$ cat src/rtl/round_pack_sum.sv
// round_pack_sum: two-stage round-to-nearest-even and IEEE-754 single pack.
// S1 rounds the normalised mantissa (GRS) and pre-computes the flush flag.
// S2 packs the result, saturating to infinity and flushing to signed zero.
// Idle words bypass both operations and carry their sout word unchanged.
// Optional build macro ROUND_PACK_STATUS_EN adds the inexact_Pack and
// overflow_Pack outputs, which stay aligned with out_valid.
module round_pack_sum #(
   parameter int TAG_W = 8
) (
   input  logic             clock,
   input  logic             reset_n,
   input  logic             in_valid,
   output logic             in_ready,
   input  logic             idle_NormaliseSum,
   input  logic [31:0]      sout_NormaliseSum,
   input  logic [27:0]      sum_NormaliseSum,
   input  logic [3:0]       Opcode_NormaliseSum,
   input  logic [31:0]      z_postNormaliseSum,
   input  logic [TAG_W-1:0] InsTagNormaliseAdder,
   output logic             out_valid,
   input  logic             out_ready,
   output logic             idle_Pack,
   output logic [31:0]      sout_Pack,
   output logic [3:0]       Opcode_Pack,
   output logic [31:0]      z_postPack,
   output logic [TAG_W-1:0] InsTagPack
`ifdef ROUND_PACK_STATUS_EN
   ,
   output logic             inexact_Pack,
   output logic             overflow_Pack
`endif
);

   logic             s1_valid_q, s1_valid_d;
   logic             s1_idle_q, s1_idle_d;
   logic [31:0]      s1_sout_q, s1_sout_d;
   logic [8:0]       s1_exp_q, s1_exp_d;
   logic [22:0]      s1_mant_q, s1_mant_d;
   logic             s1_zero_q, s1_zero_d;
   logic [3:0]       s1_op_q, s1_op_d;
   logic [31:0]      s1_z_q, s1_z_d;
   logic [TAG_W-1:0] s1_tag_q, s1_tag_d;

   logic             s2_valid_q, s2_valid_d;
   logic             idle_pack_q, idle_pack_d;
   logic [31:0]      sout_pack_q, sout_pack_d;
   logic [3:0]       op_pack_q, op_pack_d;
   logic [31:0]      z_pack_q, z_pack_d;
   logic [TAG_W-1:0] tag_pack_q, tag_pack_d;

   logic             s1_adv, accept, round_inc;
   logic [23:0]      mant_in;
   logic [24:0]      mant_rnd;
   logic [31:0]      pack_word;
   logic             pack_ovf;

`ifdef ROUND_PACK_STATUS_EN
   logic             s1_inexact_q, s1_inexact_d;
   logic             inexact_pack_q, inexact_pack_d;
   logic             overflow_pack_q, overflow_pack_d;
`endif

   // Handshake: S1 may move on when S2 is empty or draining this cycle.
   always_comb begin
      s1_adv   = !s2_valid_q || out_ready;
      in_ready = !s1_valid_q || s1_adv;
      accept   = in_valid && in_ready;
   end

   // S1 next state: round-to-nearest-even with carry-out renormalisation.
   always_comb begin
      mant_in   = sum_NormaliseSum[26:3];
      round_inc = sum_NormaliseSum[2] &&
                  (sum_NormaliseSum[1] || sum_NormaliseSum[0] || mant_in[0]);
      mant_rnd  = {1'b0, mant_in} + {24'd0, round_inc};

      s1_valid_d = s1_valid_q;
      s1_idle_d  = s1_idle_q;
      s1_sout_d  = s1_sout_q;
      s1_exp_d   = s1_exp_q;
      s1_mant_d  = s1_mant_q;
      s1_zero_d  = s1_zero_q;
      s1_op_d    = s1_op_q;
      s1_z_d     = s1_z_q;
      s1_tag_d   = s1_tag_q;
`ifdef ROUND_PACK_STATUS_EN
      s1_inexact_d = s1_inexact_q;
`endif
      if (in_ready) s1_valid_d = accept;
      if (accept) begin
         s1_idle_d = idle_NormaliseSum;
         s1_sout_d = sout_NormaliseSum;
         s1_zero_d = (mant_in == 24'd0) || (sout_NormaliseSum[30:23] == 8'd0);
         s1_op_d   = Opcode_NormaliseSum;
         s1_z_d    = z_postNormaliseSum;
         s1_tag_d  = InsTagNormaliseAdder;
         if (mant_rnd[24]) begin
            s1_mant_d = 23'd0;
            s1_exp_d  = {1'b0, sout_NormaliseSum[30:23]} + 9'd1;
         end else begin
            s1_mant_d = mant_rnd[22:0];
            s1_exp_d  = {1'b0, sout_NormaliseSum[30:23]};
         end
`ifdef ROUND_PACK_STATUS_EN
         s1_inexact_d = !idle_NormaliseSum && (sum_NormaliseSum[2:0] != 3'd0);
`endif
      end
   end

   // S2 pack: flush-to-zero wins over infinity, idle bypasses both.
   always_comb begin
      pack_ovf = 1'b0;
      if (s1_idle_q)
         pack_word = s1_sout_q;
      else if (s1_zero_q)
         pack_word = {s1_sout_q[31], 31'd0};
      else if (s1_exp_q >= 9'd255) begin
         pack_word = {s1_sout_q[31], 8'hFF, 23'd0};
         pack_ovf  = 1'b1;
      end else
         pack_word = {s1_sout_q[31], s1_exp_q[7:0], s1_mant_q};

      s2_valid_d  = s2_valid_q;
      idle_pack_d = idle_pack_q;
      sout_pack_d = sout_pack_q;
      op_pack_d   = op_pack_q;
      z_pack_d    = z_pack_q;
      tag_pack_d  = tag_pack_q;
`ifdef ROUND_PACK_STATUS_EN
      inexact_pack_d  = inexact_pack_q;
      overflow_pack_d = overflow_pack_q;
`endif
      if (s1_adv) begin
         s2_valid_d = s1_valid_q;
         if (s1_valid_q) begin
            idle_pack_d = s1_idle_q;
            sout_pack_d = pack_word;
            op_pack_d   = s1_op_q;
            z_pack_d    = s1_z_q;
            tag_pack_d  = s1_tag_q;
`ifdef ROUND_PACK_STATUS_EN
            inexact_pack_d  = s1_inexact_q;
            overflow_pack_d = pack_ovf;
`endif
         end
      end
   end

   // Pipeline registers; reset empties both stages and clears the outputs.
   always_ff @(posedge clock or negedge reset_n) begin
      if (!reset_n) begin
         s1_valid_q  <= 1'b0;
         s1_idle_q   <= 1'b0;
         s1_sout_q   <= '0;
         s1_exp_q    <= '0;
         s1_mant_q   <= '0;
         s1_zero_q   <= 1'b0;
         s1_op_q     <= '0;
         s1_z_q      <= '0;
         s1_tag_q    <= '0;
         s2_valid_q  <= 1'b0;
         idle_pack_q <= 1'b0;
         sout_pack_q <= '0;
         op_pack_q   <= '0;
         z_pack_q    <= '0;
         tag_pack_q  <= '0;
`ifdef ROUND_PACK_STATUS_EN
         s1_inexact_q    <= 1'b0;
         inexact_pack_q  <= 1'b0;
         overflow_pack_q <= 1'b0;
`endif
      end else begin
         s1_valid_q  <= s1_valid_d;
         s1_idle_q   <= s1_idle_d;
         s1_sout_q   <= s1_sout_d;
         s1_exp_q    <= s1_exp_d;
         s1_mant_q   <= s1_mant_d;
         s1_zero_q   <= s1_zero_d;
         s1_op_q     <= s1_op_d;
         s1_z_q      <= s1_z_d;
         s1_tag_q    <= s1_tag_d;
         s2_valid_q  <= s2_valid_d;
         idle_pack_q <= idle_pack_d;
         sout_pack_q <= sout_pack_d;
         op_pack_q   <= op_pack_d;
         z_pack_q    <= z_pack_d;
         tag_pack_q  <= tag_pack_d;
`ifdef ROUND_PACK_STATUS_EN
         s1_inexact_q    <= s1_inexact_d;
         inexact_pack_q  <= inexact_pack_d;
         overflow_pack_q <= overflow_pack_d;
`endif
      end
   end

   assign out_valid   = s2_valid_q;
   assign idle_Pack   = idle_pack_q;
   assign sout_Pack   = sout_pack_q;
   assign Opcode_Pack = op_pack_q;
   assign z_postPack  = z_pack_q;
   assign InsTagPack  = tag_pack_q;
`ifdef ROUND_PACK_STATUS_EN
   assign inexact_Pack  = inexact_pack_q;
   assign overflow_Pack = overflow_pack_q;
`endif

endmodule

$ cat config.mk
export PLATFORM = sky130hd
export DESIGN_NAME = round_pack_sum
export DESIGN_NICKNAME = d
export VERILOG_FILES = /design/src/rtl/round_pack_sum.sv
export SDC_FILE = /design/constraint.sdc
export NUM_CORES = 1
export LEC_CHECK = 0
export CORE_ASPECT_RATIO = 0.75
export CORE_MARGIN = 4
export CORE_UTILIZATION = 55
export CTS_BUF_LIST = sky130_fd_sc_hd__clkbuf_4
export DETAILED_ROUTE_END_ITERATION = 8
export PLACE_DENSITY_LB_ADDON = 0.12
export SLEW_MARGIN = 20
export SYNTH_ARGS = -nofsm -noshare
export SYNTH_HDL_FRONTEND = slang
export SYNTH_SLANG_ARGS = --single-unit
$ cat constraint.sdc
create_clock -name clock -period 3.15 [get_ports clock]
set_clock_uncertainty 0.15 [all_clocks]
set_input_delay 0.63 -clock clock [delete_from_list [all_inputs] [get_ports clock]]
set_output_delay 0.63 -clock clock [all_outputs]
set_load 0.02 [all_outputs]
* Yosys cells after proc, flatten, opt, wreduce, memory -nomap -nowiden
Cells that the tools add are included.
Operators by class: add/subtract/negate cells 2, magnitude comparators 1, muxes and demuxes 5, reductions and logical operators 12
Operators with widths (count):
- $mux 31 | 3
- $add 24x1->25 | 1
- $logic_not 24->1 | 1
- $mux 23 | 1
- $add 8x1->9 const B | 1
- $ge 9x8->1 const B | 1
- $mux 9 | 1
- $logic_not 8->1 | 1
- $logic_or 1x1->1 | 5
- $logic_and 1x1->1 | 2
- $logic_not 1->1 | 2
- $reduce_and 2->1 | 1
Word-level totals: flip-flop bits (word level) 189, bits of input ports 109, output and inout bits 79, word-level logic and storage cells 35

* Logic depth before layout (Yosys ltp)
word-level depth 5, mapped depth 8

* Worst setup path after synthesis
Ideal clock, no wire load.
path type input-to-reg, start point in sum_NormaliseSum[3], end point reg s1_exp_q[6], library setup time 82 ps, arrival 2093 ps, slack 825 ps, stages on the path 7, path through and2_1 ha_1 nand2_1 nor3_2 nand3_2 or4_1 a31oi_1
Between the ends: word-level cells in the longest chain between the ends 4
RTL lines:
- from (decl) | RTL line 16 | input logic [27:0] sum_NormaliseSum,
- $logic_or 1x1->1 | RTL line 74 | (sum_NormaliseSum[1] || sum_NormaliseSum[0] || mant_in[0]);
- $logic_and 1x1->1 | RTL line 73 | round_inc = sum_NormaliseSum[2] &&
- $add 24x1->25 * | RTL line 75 | mant_rnd = {1'b0, mant_in} + {24'd0, round_inc};
- $mux 9 * | RTL line 97 | if (mant_rnd[24]) begin
- to (signal assigned) | RTL line 176 | s1_exp_q <= s1_exp_d;
- to (decl) | RTL line 37 | logic [8:0] s1_exp_q, s1_exp_d;
Mark *: on every way between the ends. The rest lies on a longest branch, timed or not. A chain may end at the register's enable or synchronous reset.

* Worst setup path after layout
start point in out_ready, end point out in_ready
Between the ends: word-level cells in the longest chain between the ends 2
RTL lines:
- from (decl) | RTL line 21 | input logic out_ready,
- $logic_or 1x1->1 | RTL line 65 | s1_adv = !s2_valid_q || out_ready;
- $logic_or 1x1->1 | RTL line 66 | in_ready = !s1_valid_q || s1_adv;
- to (decl) | RTL line 13 | output logic in_ready,
Every way passes these cells.

==> reports/qor.yml <==
status: "complete, no violations"
core_um2: 14000
cp-start-kind: "input port"
synthCells: 882
final_util_pct: 74.8
start_util_pct: 57.3
fmax_mhz: 361
hold_violations: 0
cts_sinks: 189
grt_overflow_total: 0
whs_ns: 0.331
ant_nets: 0
grt_max_degree: 71
dp_hpwl_mm: 14.0
syn-num-nets: 994
synth_cell_types: 40
r2r-start: "s1_valid_q$_DFFE_PN0N_"
p_per_area_nw_per_um2: 580
drc: 0
root_buffer: "clkbuf_4"
cts_tree: "built"
htreeDepth: 4
synth_edf_count: 0
synth.area.mux_share_pct: 0
grt_pass1_vias: 6554
synth_compound_area_share_pct: 6.87
rows: 37
drive_gt1_share_pct: 6.17
antenna_found_initial: 1
syn2layout_area_growth_pct: 30.5
io_buffers: 186
wl_per_cell_um: 16.0
ios: 188
end_kind: "primary output"
diodes: 0
fin_nets: 1168
busiest_layer: "met2"
grt_util_met1_pct: 36.9
regToRegEndpoint: "s1_sout_q[1]$_DFFE_PN0P_"
vias_per_cell: 5.29
post-route-period-util_pct: 87.9
crit_end: "in_ready"
synth_xor_area_share_pct: 2.84
crit_fanout: 4
dieWidth_um: 147
die_y_um: 113
setup_viol: 0
rsz0062_at_grt: "no"
hold_class: "register to register"
worst_slew_pin_slew_ns: 0.721
reg2reg_depth: 5
setup_ws_ns: 0.381
worstPathArrival_ns: 1.99
finalInstanceArea_um2: 10500
hold_start: "s1_z_q[26]$_DFFE_PN0P_"
postSynthAreaPerCell_um2: 9.09
use_met2_pct: 37.6
grtUsageTotal_pct: 24.9
worstSetupPathType: "input port to primary output"
drtPass1Iterations: 5
slew_headroom_pct: 52.0
cts_buffer_depth: 2
synth_simple_gate_area_share_pct: 28.1
wl_mm: 20.2
yosysSeqAreaShare_pct: 59.0
cts_made_buffers: 17
drtIter0Drc: 437
worstSkewPairLatency_ns: 0.56
yosys_register_bits: 189
yosys_warnings: 0
maxCapViolCount: 0
ir_worst_vdd_mv: 0.370
setup_tns_ns: 0
dpl_cell_area_um2: 10100
synth_top_family_by_area: "simple AND/OR/NAND/NOR gates"
finalPower_mw: 6.06
maxSlewViolCount: 0
period_minus_slack_ns: 2.77
cts_resized: 0
met3_usage_pct: 6.21
final_cells: 1264
dp.cells: 1231
synth-adder-area-share_pct: 0.468
ys.flop_type: "dfrtp_1"
path_clk_slew_ns: 0.15
place_ws_ns: 0.193
leakage_nw: 5.02
grt_pass1_wl_mm: 33.2
synth-async-reset-ratio_pct: 100
die-area_um2: 16600
num_vias: 6692
routabilityCongestion: 0.869
synth_area_um2: 8010
r2r_setup_slack_ns: 1.22
setup.worst_path.start: "out_ready"
required_ns: 2.37
-- cells in the mapped netlist (2+ instances only) --
cell	n	area (um^2)
a21oi_1	8	40.0
nor2_1	19	71.3
nor4_1	8	50.1
nand2b_1	3	18.8
inv_1	5	18.8
o31ai_1	5	37.5
and2_1	3	18.8
o21a_1	2	15.0
xnor2_1	13	114
clkbuf_1	43	161
and4_1	2	17.5
nand2_1	417	1570
nor3_1	10	50.1
nor3_2	3	30.0
a221o_1	23	230
dfrtp_1	189	4730
o21ai_1	35	175
ha_1	3	37.5
and3_1	28	175
nand3_2	2	20.0
xor2_1	13	114
nand4_1	12	75.1
a31oi_1	3	18.8
nand3_1	12	60.1
buf_1	6	22.5
-- repair_timing --
action                    CTS  global route
hold endpoints to repair   67             0
hold buffers                1             0
setup buffers               0             0
-- metal layers --
metal	up-vias	routed length, um	part of all wire [%]
met1	3202	9490	47
met5	-	8	0.040
met3	27	1400	6.9
met4	2	302	1.5
met2	220	9030	45
li1	3241	-	-
-- worst min path at each step --
stage                                  to  slack, ns  cells after the start
2_1_floorplan   InsTagPack[0]$_DFFE_PN0P_       0.18                      0
3_3_place_gp   z_postPack[22]$_DFFE_PN0P_       0.29                      2
3_5_place_dp   z_postPack[29]$_DFFE_PN0P_       0.30                      2
4_1_cts        z_postPack[26]$_DFFE_PN0P_       0.33                      2
5_1_grt        z_postPack[18]$_DFFE_PN0P_       0.33                      2
6_report       z_postPack[26]$_DFFE_PN0P_       0.33                      2
-- power by group --
| group | internal [mW] | total [mW] | switching, mW |
|---|---|---|---|
| Clock | 0.440 | 1.37 | 0.929 |
| Sequential | 2.82 | 3.06 | 0.238 |
| Combinational | 0.756 | 1.63 | 0.873 |
| Total | 4.02 | 6.06 | 2.04 |
-- placed cells by master (no fill, tap or decap), drive strengths merged, types with 2 or more instances in the layout --
cell / n
ha: 3
nand2b: 3
clkbuf: 18
and2: 3
xor2: 13
o21a: 2
a221o: 23
and3: 28
nand4: 13
nor2: 21
xnor2: 13
o31ai: 5
nor4: 9
inv: 12
clkinv: 8
nor3: 13
and4: 2
a21oi: 8
o21ai: 36
or4: 2
nand3: 14
buf: 18
nand2: 417
dfrtp: 189
clkdlybuf4s50: 185
a31oi: 3
-- registers in the layout (all words and copies together), names as in the netlist --
signal and count:
InsTagPack 8, Opcode_Pack 4, idle_Pack 1, out_valid 1, s1_exp_q 9, s1_idle_q 1, s1_mant_q 23, s1_op_q 4
s1_sout_q 32, s1_tag_q 8, s1_valid_q 1, s1_z_q 32, s1_zero_q 1, sout_Pack 32, z_postPack 32
-- layout make-up --
cell class              count  area [um^2]
fillers                  1059         3530
repair buffers            205         2070
multi-input cells         637         3080
inverters                   6         22.5
well taps                 195          244
flip-flops and latches    189         4730
clock inverters            15          174
clock buffers              17          128
-- logic make-up after synthesis --
family          Yosys count
flops                   189
simple gates            528
compound gates           80
xor+xnor                 26
buf+inv                  56
fa+ha+maj                 3
-- critical path: stages --
cell             delay, ns
clkdlybuf4s50_1       0.47
nand3b_1              0.24
clkdlybuf4s50_1       0.65
Power figures use the tool's default switching activity.
